[src/rtl/fft_pkg.sv]
`default_nettype none
// ---------------------------------------------------------------------------
// fft_pkg: helpers and encodings shared by the SDF FFT stages.
// Rev 1.0
// ---------------------------------------------------------------------------
package fft_pkg;

   localparam int SCALE_FULL = 0;
   localparam int SCALE_HALF = 1;
   localparam int RND_WIDTH  = 64;

   typedef enum logic {
      PHASE_A = 1'b0,
      PHASE_B = 1'b1
   } phase_e;

   function automatic int clog2(input int value);
      int r;
      r = 0;
      while ((1 << r) < value) r = r + 1;
      return r;
   endfunction

   // Divide by two, rounding half up; callers truncate the result to their width.
   function automatic logic signed [RND_WIDTH-1:0] round_half(input logic signed [RND_WIDTH-1:0] v);
      return (v + RND_WIDTH'(1)) >>> 1;
   endfunction

endpackage
`default_nettype wire

[src/rtl/sdf_delay_line.sv]
`default_nettype none
// ---------------------------------------------------------------------------
// sdf_delay_line: DEPTH x WIDTH circular buffer, asynchronous read, write on we.
// Rev 1.0
// ---------------------------------------------------------------------------
module sdf_delay_line
   import fft_pkg::*;
#(
   parameter int WIDTH  = 38,
   parameter int DEPTH  = 32,
   localparam int AW    = clog2(DEPTH)
) (
   input  logic             clk,
   input  logic             we,
   input  logic [AW-1:0]    addr,
   input  logic [WIDTH-1:0] wdata,
   output logic [WIDTH-1:0] rdata
);

   logic [WIDTH-1:0] r_mem [DEPTH];

   // Read-before-write: rdata shows the old word during the writing cycle.
   assign rdata = r_mem[addr];

   always_ff @(posedge clk) begin
      if (we) begin
         r_mem[addr] <= wdata;
      end
   end

endmodule
`default_nettype wire

[src/rtl/sdf_bf_stage.sv]
`default_nettype none
// ---------------------------------------------------------------------------
// sdf_bf_stage: radix-2 single-path delay-feedback butterfly stage.
// Rev 1.0
// ---------------------------------------------------------------------------
module sdf_bf_stage
   import fft_pkg::*;
#(
   parameter int DATA_WIDTH  = 18,
   parameter int DELAY       = 32,
   parameter int SCALE       = SCALE_FULL,
   localparam int OUT_WIDTH  = DATA_WIDTH + 1 - SCALE,
   localparam int IDX_WIDTH  = clog2(DELAY) + 1
) (
   input  logic                         clk,
   input  logic                         rst,
   input  logic                         clr,
   input  logic                         in_valid,
   input  logic signed [DATA_WIDTH-1:0] in_r,
   input  logic signed [DATA_WIDTH-1:0] in_i,
   output logic                         out_valid,
   output logic signed [OUT_WIDTH-1:0]  out_r,
   output logic signed [OUT_WIDTH-1:0]  out_i,
   output logic [IDX_WIDTH-1:0]         out_idx,
   output logic                         out_last
);

   localparam int ADDR_WIDTH = IDX_WIDTH - 1;
   localparam int WORD_WIDTH = DATA_WIDTH + 1;
   localparam logic [ADDR_WIDTH-1:0] LAST_ADDR = ADDR_WIDTH'(DELAY - 1);

   logic [IDX_WIDTH-1:0]          r_cnt;
   logic                          r_primed;
   logic                          w_accept;
   logic                          w_emit;
   logic                          w_wrap;
   phase_e                        w_phase;
   logic [ADDR_WIDTH-1:0]         w_addr;
   logic signed [WORD_WIDTH-1:0]  w_yr, w_yi;
   logic signed [WORD_WIDTH-1:0]  w_xr, w_xi;
   logic signed [WORD_WIDTH-1:0]  w_sum_r, w_sum_i;
   logic signed [WORD_WIDTH-1:0]  w_dif_r, w_dif_i;
   logic signed [WORD_WIDTH-1:0]  w_sel_r, w_sel_i;
   logic signed [OUT_WIDTH-1:0]   w_res_r, w_res_i;
   logic [2*WORD_WIDTH-1:0]       w_rd_word;
   logic [2*WORD_WIDTH-1:0]       w_wr_word;

   assign w_accept = in_valid & ~clr;
   assign w_phase  = phase_e'(r_cnt[IDX_WIDTH-1]);
   assign w_addr   = r_cnt[ADDR_WIDTH-1:0];
   assign w_wrap   = &r_cnt;
   // Phase-A outputs are last frame's differences; only meaningful once a full frame has passed.
   assign w_emit   = w_accept & ((w_phase == PHASE_B) | r_primed);

   assign w_yr = {in_r[DATA_WIDTH-1], in_r};
   assign w_yi = {in_i[DATA_WIDTH-1], in_i};
   assign {w_xr, w_xi} = w_rd_word;

   assign w_sum_r = w_xr + w_yr;
   assign w_sum_i = w_xi + w_yi;
   assign w_dif_r = w_xr - w_yr;
   assign w_dif_i = w_xi - w_yi;

   assign w_sel_r   = (w_phase == PHASE_B) ? w_sum_r : w_xr;
   assign w_sel_i   = (w_phase == PHASE_B) ? w_sum_i : w_xi;
   assign w_wr_word = (w_phase == PHASE_B) ? {w_dif_r, w_dif_i} : {w_yr, w_yi};

   sdf_delay_line #(
      .WIDTH (2*WORD_WIDTH),
      .DEPTH (DELAY)
   ) u_delay_line (
      .clk   (clk),
      .we    (w_accept),
      .addr  (w_addr),
      .wdata (w_wr_word),
      .rdata (w_rd_word)
   );

   generate
      if (SCALE == SCALE_HALF) begin : g_half
         assign w_res_r = OUT_WIDTH'(round_half(RND_WIDTH'(w_sel_r)));
         assign w_res_i = OUT_WIDTH'(round_half(RND_WIDTH'(w_sel_i)));
      end else begin : g_full
         assign w_res_r = w_sel_r;
         assign w_res_i = w_sel_i;
      end
   endgenerate

   always_ff @(posedge clk or posedge rst) begin
      if (rst) begin
         r_cnt    <= '0;
         r_primed <= 1'b0;
      end else if (clr) begin
         r_cnt    <= '0;
         r_primed <= 1'b0;
      end else if (in_valid) begin
         r_cnt <= r_cnt + IDX_WIDTH'(1);
         if (w_wrap) begin
            r_primed <= 1'b1;
         end
      end
   end

   always_ff @(posedge clk or posedge rst) begin
      if (rst) begin
         out_valid <= 1'b0;
         out_r     <= '0;
         out_i     <= '0;
         out_idx   <= '0;
         out_last  <= 1'b0;
      end else begin
         out_valid <= w_emit;
         if (w_emit) begin
            out_r    <= w_res_r;
            out_i    <= w_res_i;
            out_idx  <= {w_phase == PHASE_A, w_addr};
            out_last <= (w_phase == PHASE_A) && (w_addr == LAST_ADDR);
         end
      end
   end

endmodule
`default_nettype wire

[config.mk]
export PLATFORM = sky130hd
export DESIGN_NAME = sdf_bf_stage
export DESIGN_NICKNAME = d
export VERILOG_FILES = /design/src/rtl/fft_pkg.sv /design/src/rtl/sdf_delay_line.sv /design/src/rtl/sdf_bf_stage.sv
export SDC_FILE = /design/constraint.sdc
export NUM_CORES = 1
export LEC_CHECK = 0
export BUFFER_PORTS_ARGS = -buffer_cell sky130_fd_sc_hd__buf_2
export CORE_MARGIN = 1.5
export CORE_UTILIZATION = 40
export CTS_CLUSTER_SIZE = 10
export DETAILED_ROUTE_END_ITERATION = 6
export PLACE_DENSITY = 0.65
export SYNTH_ARGS = -nofsm -noshare
export SYNTH_HDL_FRONTEND = slang
export SYNTH_SLANG_ARGS = --single-unit
[constraint.sdc]
create_clock -name clk -period 6.5 [get_ports clk]
set_input_delay 0.325 -clock clk [delete_from_list [all_inputs] [get_ports clk]]
set_output_delay 0.325 -clock clk [all_outputs]
set_load 0.05 [all_outputs]
Word-level counts from Yosys, hierarchy flattened --
Memories as Yosys holds them, arrays and structs flattened. Index checks and enable logic that the tools add are counted.
Word-level totals: register bits after elaboration 53, memory bits (writable) 1216, bits of input ports 40, output and inout port bits 46, word-level logic and storage cells 34, memories kept 1
Memories:
- u_delay_line.r_mem | words 32, width 38, read ports 1, clocked after Yosys merged registers in 0, write ports 1, RTL line sdf_delay_line.sv:20 | logic [WIDTH-1:0] r_mem [DEPTH];
Cells by class: $add $sub $neg 5, equal/unequal tests 1, multiplexer cells 10, bitwise operators 5, reduce and logical (&&, ||, !) cells 5
Operators by type and width (count):
- 19-bit by 18-bit adder with 19-bit output | 2
- 19-bit 2-to-1 mux | 2
- 38-bit 2-to-1 mux | 1
- 19-bit by 18-bit subtractor with 19-bit output | 2
- 6-bit 2-to-1 mux | 2
- 6-bit by 1-bit adder with 6-bit output, second input constant | 1
- 6-bit AND reduction | 1
- 5-bit == test, second input constant | 1
- 1-bit 2-to-1 mux | 5
- 2-bit nonzero test | 2
- 1-bit bitwise AND | 2
- 1-bit inverter | 2
- 2-bit AND reduction | 1
- 1-bit logical AND | 1
- 1-bit bitwise OR | 1

Longest topological paths before layout --
depth after elaboration 4, gate-level depth with buffers 19

By module --
From an unflattened synthesis, not the netlist that was laid out.
Unflattened totals: cells, all modules 3306, area, all modules 52679.3 um^2
By module, submodules not included:
- sdf_delay_line | instances 1, cells an instance 2444, area each 46169.3 um^2, seq. area each 36515.0 um^2
- sdf_bf_stage | instances 1, cells an instance 862, area each 6510.0 um^2, seq. area each 1326.3 um^2

Least setup slack after synthesis --
OpenSTA, ideal clock, no wires.
path kind reg-to-reg, start register r_cnt[0], end memory u_delay_line.r_mem[0][16], data pin, arrival 5.150 ns, setup slack 0.883 ns, stages on the path, launching flop included 17, path buffers 3, cell sequence dfrtp_1 buf_4 buf_2 buf_2 mux4_2 a22oi_1 nand4_1 fa_1 a21o_1 a21oi_1 o21ai_1 a221oi_4 o21ai_1 o211ai_1 a21oi_1 o21a_1 o31ai_1
On the way: longest elaborated chain between the ends 3
RTL lines:
- start, declared | RTL line sdf_bf_stage.sv:32 | logic [IDX_WIDTH-1:0] r_cnt;
- start signal, assigned | RTL line sdf_bf_stage.sv:97 | r_cnt <= r_cnt + IDX_WIDTH'(1);
- memory read 32 x 38 bit
- 19-bit by 18-bit subtractor with 19-bit output | RTL line sdf_bf_stage.sv:62 | assign w_dif_i = w_xi - w_yi;
- 38-bit 2-to-1 mux | RTL line sdf_bf_stage.sv:66 | assign w_wr_word = (w_phase == PHASE_B) ? {w_dif_r, w_dif_i} : {w_yr, w_yi};
- via u_delay_line.wdata[16] | RTL line sdf_delay_line.sv:16 | input logic [WIDTH-1:0] wdata,
- end, declared | RTL line sdf_delay_line.sv:20
The timed path passes the listed nets, and every way through them passes these cells.

Worst setup path after layout --
start register r_cnt[0], end memory u_delay_line.r_mem[13][37], data pin
On the way: longest elaborated chain between the ends 3
RTL lines:
- memory read 32 x 38 bit
- 19-bit by 18-bit subtractor with 19-bit output | RTL line sdf_bf_stage.sv:61 | assign w_dif_r = w_xr - w_yr;
- 38-bit 2-to-1 mux | RTL line sdf_bf_stage.sv:66
- via u_delay_line.wdata[37] | RTL line sdf_delay_line.sv:16
The timed path passes the listed nets, and every way through them passes these cells.

==> qor.yml <==
yosys:
  ys_warn_count: 0
  synth_edf_count: 1216
  synthArstFlopShare_pct: 4.18
  synth_seq_cells: 1269
  syn_area_mm2: 0.0519
  ys_seq_area_share_pct: 72.9
  synthFlopType: "edfxtp_1"
  synthDistinctLibCells: 81
  netlist_instances: 2711
  avgSynthCellArea_um2: 19.1
  synth_nets: 2832
setup_path:
  crit_fanout: 32
  worstSetupPathType: "flip-flop to flip-flop"
  crit_path_end_kind: "flip-flop"
  arrival_ns: 6.37
  required_ns: 6.88
  start_kind: "flip-flop"
cts:
  cts_num_sinks: 1269
  cts_buffers: 146
  post_cts_resized: 0
  clk_pin_slew_ns: 0.06
  cts-root-buf: "clkbuf_16"
  cts_tree: "done"
  cts_buffer_depth: 3
  clk_latency_ns: 0.77
  htree_levels: 4
  cts_setup_buffers: 0
  hold_buffers: 3
hold_path:
  hp-class: "input pin to flip-flop"
drt:
  num_vias: 28700
  via_per_inst: 6.09
  drt-wirelength-per-cell_um: 31.5
  ant_nets: 0
  routed_wirelength_mm: 148
  drc: 0
  drt_iter0_drc: 4391
  first_pass_iters: 6
placement:
  gp_congestion: 0.869
  hpwl_mm: 83.6
  pre_cts_slack_ns: 0.636
  place_area_mm2: 0.0555
  portBuffers: 85
sta:
  slew_headroom_pct: 6.30
  worst_slack_ns: 0.514
  setup-violations-final: 0
  rsz0062_at_grt: "no"
  min_period_ns: 5.99
  skew_ns: 0.0319
  post-route-period-util_pct: 92.1
  slew_viol_final: 0
  fmax_mhz: 167
  final_hold_viol_count: 0
  setup_tns_ns: 0
  tightest_slew_ns: 1.40
layout:
  final_cell_area_mm2: 0.0595
  multiInputGateArea_mm2: 0.0135
  area_growth_pct: 14.7
  n_fill_cell: 10700
  regArea_mm2: 0.0379
  nNetsFinal: 3039
  antenna_cells: 0
  drive_gt1_share_pct: 25.8
die:
  dieArea_mm2: 0.132
  die_height_um: 363
  initial_utilization_pct: 40.5
  coreArea_mm2: 0.128
  die_width_um: 363
  num_rows: 131
  io_pins: 86
global_routing:
  grt_pass1_vias: 28100
  grt_overflow: 0
  grt_max_degree: 83
  grt_use_met1_pct: 31.2
  use_met3_pct: 5.04
  grt_antenna_before_repair: 3
  grt-busiest-layer: "met2"
  grt_pass1_wl_mm: 209
  grt_usage_pct: 22.5
  globalRouteMet2Util_pct: 35.5
power:
  power_density_mw_per_mm2: 301
  p_leak_nw: 18.9
  ir_worst_vdd_v: 0.000270
outcome:
  outcome: "complete, no violations"
run:
  max-cap-violations: 0
metal layers:
metal	vias up	share of wire, %
met2	1668	47
met4	2	2.6
met1	15200	40
met5	-	0.0094
li1	11600	-
met3	244	10
final timing paths:
check                               from                         end  slack, ns  depth (start not counted)
worst max-delay path            r_cnt[0]  u_delay_line.r_mem[13][37]       0.51                         15
worst min-delay path            in_i[16]                   out_i[17]       0.12                          5
worst min register to register  out_i[9]                    out_i[9]       0.47                          2
min in group asynchronous            rst                  out_idx[0]       0.33                          4
worst max register to register  r_cnt[0]  u_delay_line.r_mem[13][37]       0.51                         15
max in group asynchronous            rst                    r_cnt[1]       5.47                          4
layout make-up:
type | instances | area share, %
multi-input cells | 1211 | 22.6
well taps | 1729 | 3.63
repair buffers | 210 | 2.89
clock inverters | 16 | 0.303
flip-flops and latches | 1269 | 63.6
clock buffers | 192 | 6.46
inverters | 80 | 0.504
through the flow:
step           utilization, %  instances  power, mW  hold WS (ns)
3_5_place_dp             43.3       4496       10.8         0.465
3_3_place_gp             43.3       4496       10.8         0.462
2_1_floorplan               -       2711       10.4         0.621
4_1_cts                  46.4       4707       18.0        0.0858
6_report                 46.4       4707       17.9         0.116
5_1_grt                  46.4       4707       18.4         0.139
Yosys cell counts, types with 46 or more instances:
master    instances  area, um2
edfxtp_1       1216      36500
mux4_2          288       6490
a22oi_1         152       1140
nor2_1          115        432
ha_1             77        963
inv_1            76        285
buf_2            70        350
nand2_1          70        263
clkbuf_1         57        214
a21oi_1          53        265
dfrtp_1          53       1330
o21ai_0          52        260
xnor2_1          46        403
cells by family (layout without fill, tap and decap cells):
logic type / count (synthesis) / after routing / share of synthesized area, %
AOI/OAI and AO/OA: 427 / 427 / 5.87
xor gates and xnor gates: 55 / 55 / 0.928
adders and majority gates: 81 / 81 / 2.01
buffers and inverters: 231 / 498 / 2.03
DFF: 1269 / 1269 / 72.9
muxes: 333 / 333 / 13.4
and+or+nand+nor: 315 / 315 / 2.90
cells in the final DEF (no fill, tap or decap), types with 6 or more instances in the layout:
cell type,instances
a21o_1,7
a21oi_1,51
a21oi_2,6
a221oi_1,13
a22oi_1,152
a31oi_1,6
and3_1,8
buf_12,28
buf_2,85
buf_4,94
clkbuf_1,45
clkbuf_16,147
clkinv_8,6
dfrtp_1,50
edfxtp_1,1216
ha_1,77
inv_1,75
mux2i_1,36
mux2i_2,7
mux4_2,288
nand2_1,70
nand2b_1,12
nand3_1,14
nand4_1,36
nor2_1,81
nor2_4,34
nor2b_1,7
nor3_1,17
nor4_1,9
o211ai_1,12
o21a_1,8
o21ai_0,33
o21ai_1,14
o21ai_2,20
o21bai_1,16
o22ai_1,32
or3_1,6
xnor2_1,44
xor2_1,9
power by group:
group | switching [mW] | internal [mW] | total (mW)
Combinational | 0.987 | 0.677 | 1.66
Clock | 3.10 | 4.11 | 7.20
Sequential | 0.0268 | 9.00 | 9.03
Total | 4.11 | 13.8 | 17.9
worst max-delay path, cell delays in order, from the launching register on:
cell	delay, ns
dfrtp_4	0.53
buf_4	0.38
buf_4	0.49
mux4_2	0.56
a22o_1	0.24
a221oi_1	0.28
nand3_1	0.25
ha_1	0.43
inv_1	0.11
o21ai_0	0.28
nand2_1	0.15
o31ai_2	0.34
a221oi_1	0.19
mux2i_1	0.19
nand4_1	0.14
xnor2_2	0.99
registers in the layout, summed over array words and instances (netlist names):
register and cells:
out_idx 6, out_valid 1, out_r 19, r_cnt 6, out_i 19, r_primed 1
u_delay_line.r_mem 1216, out_last 1
Power figures use the tool's default switching activity.
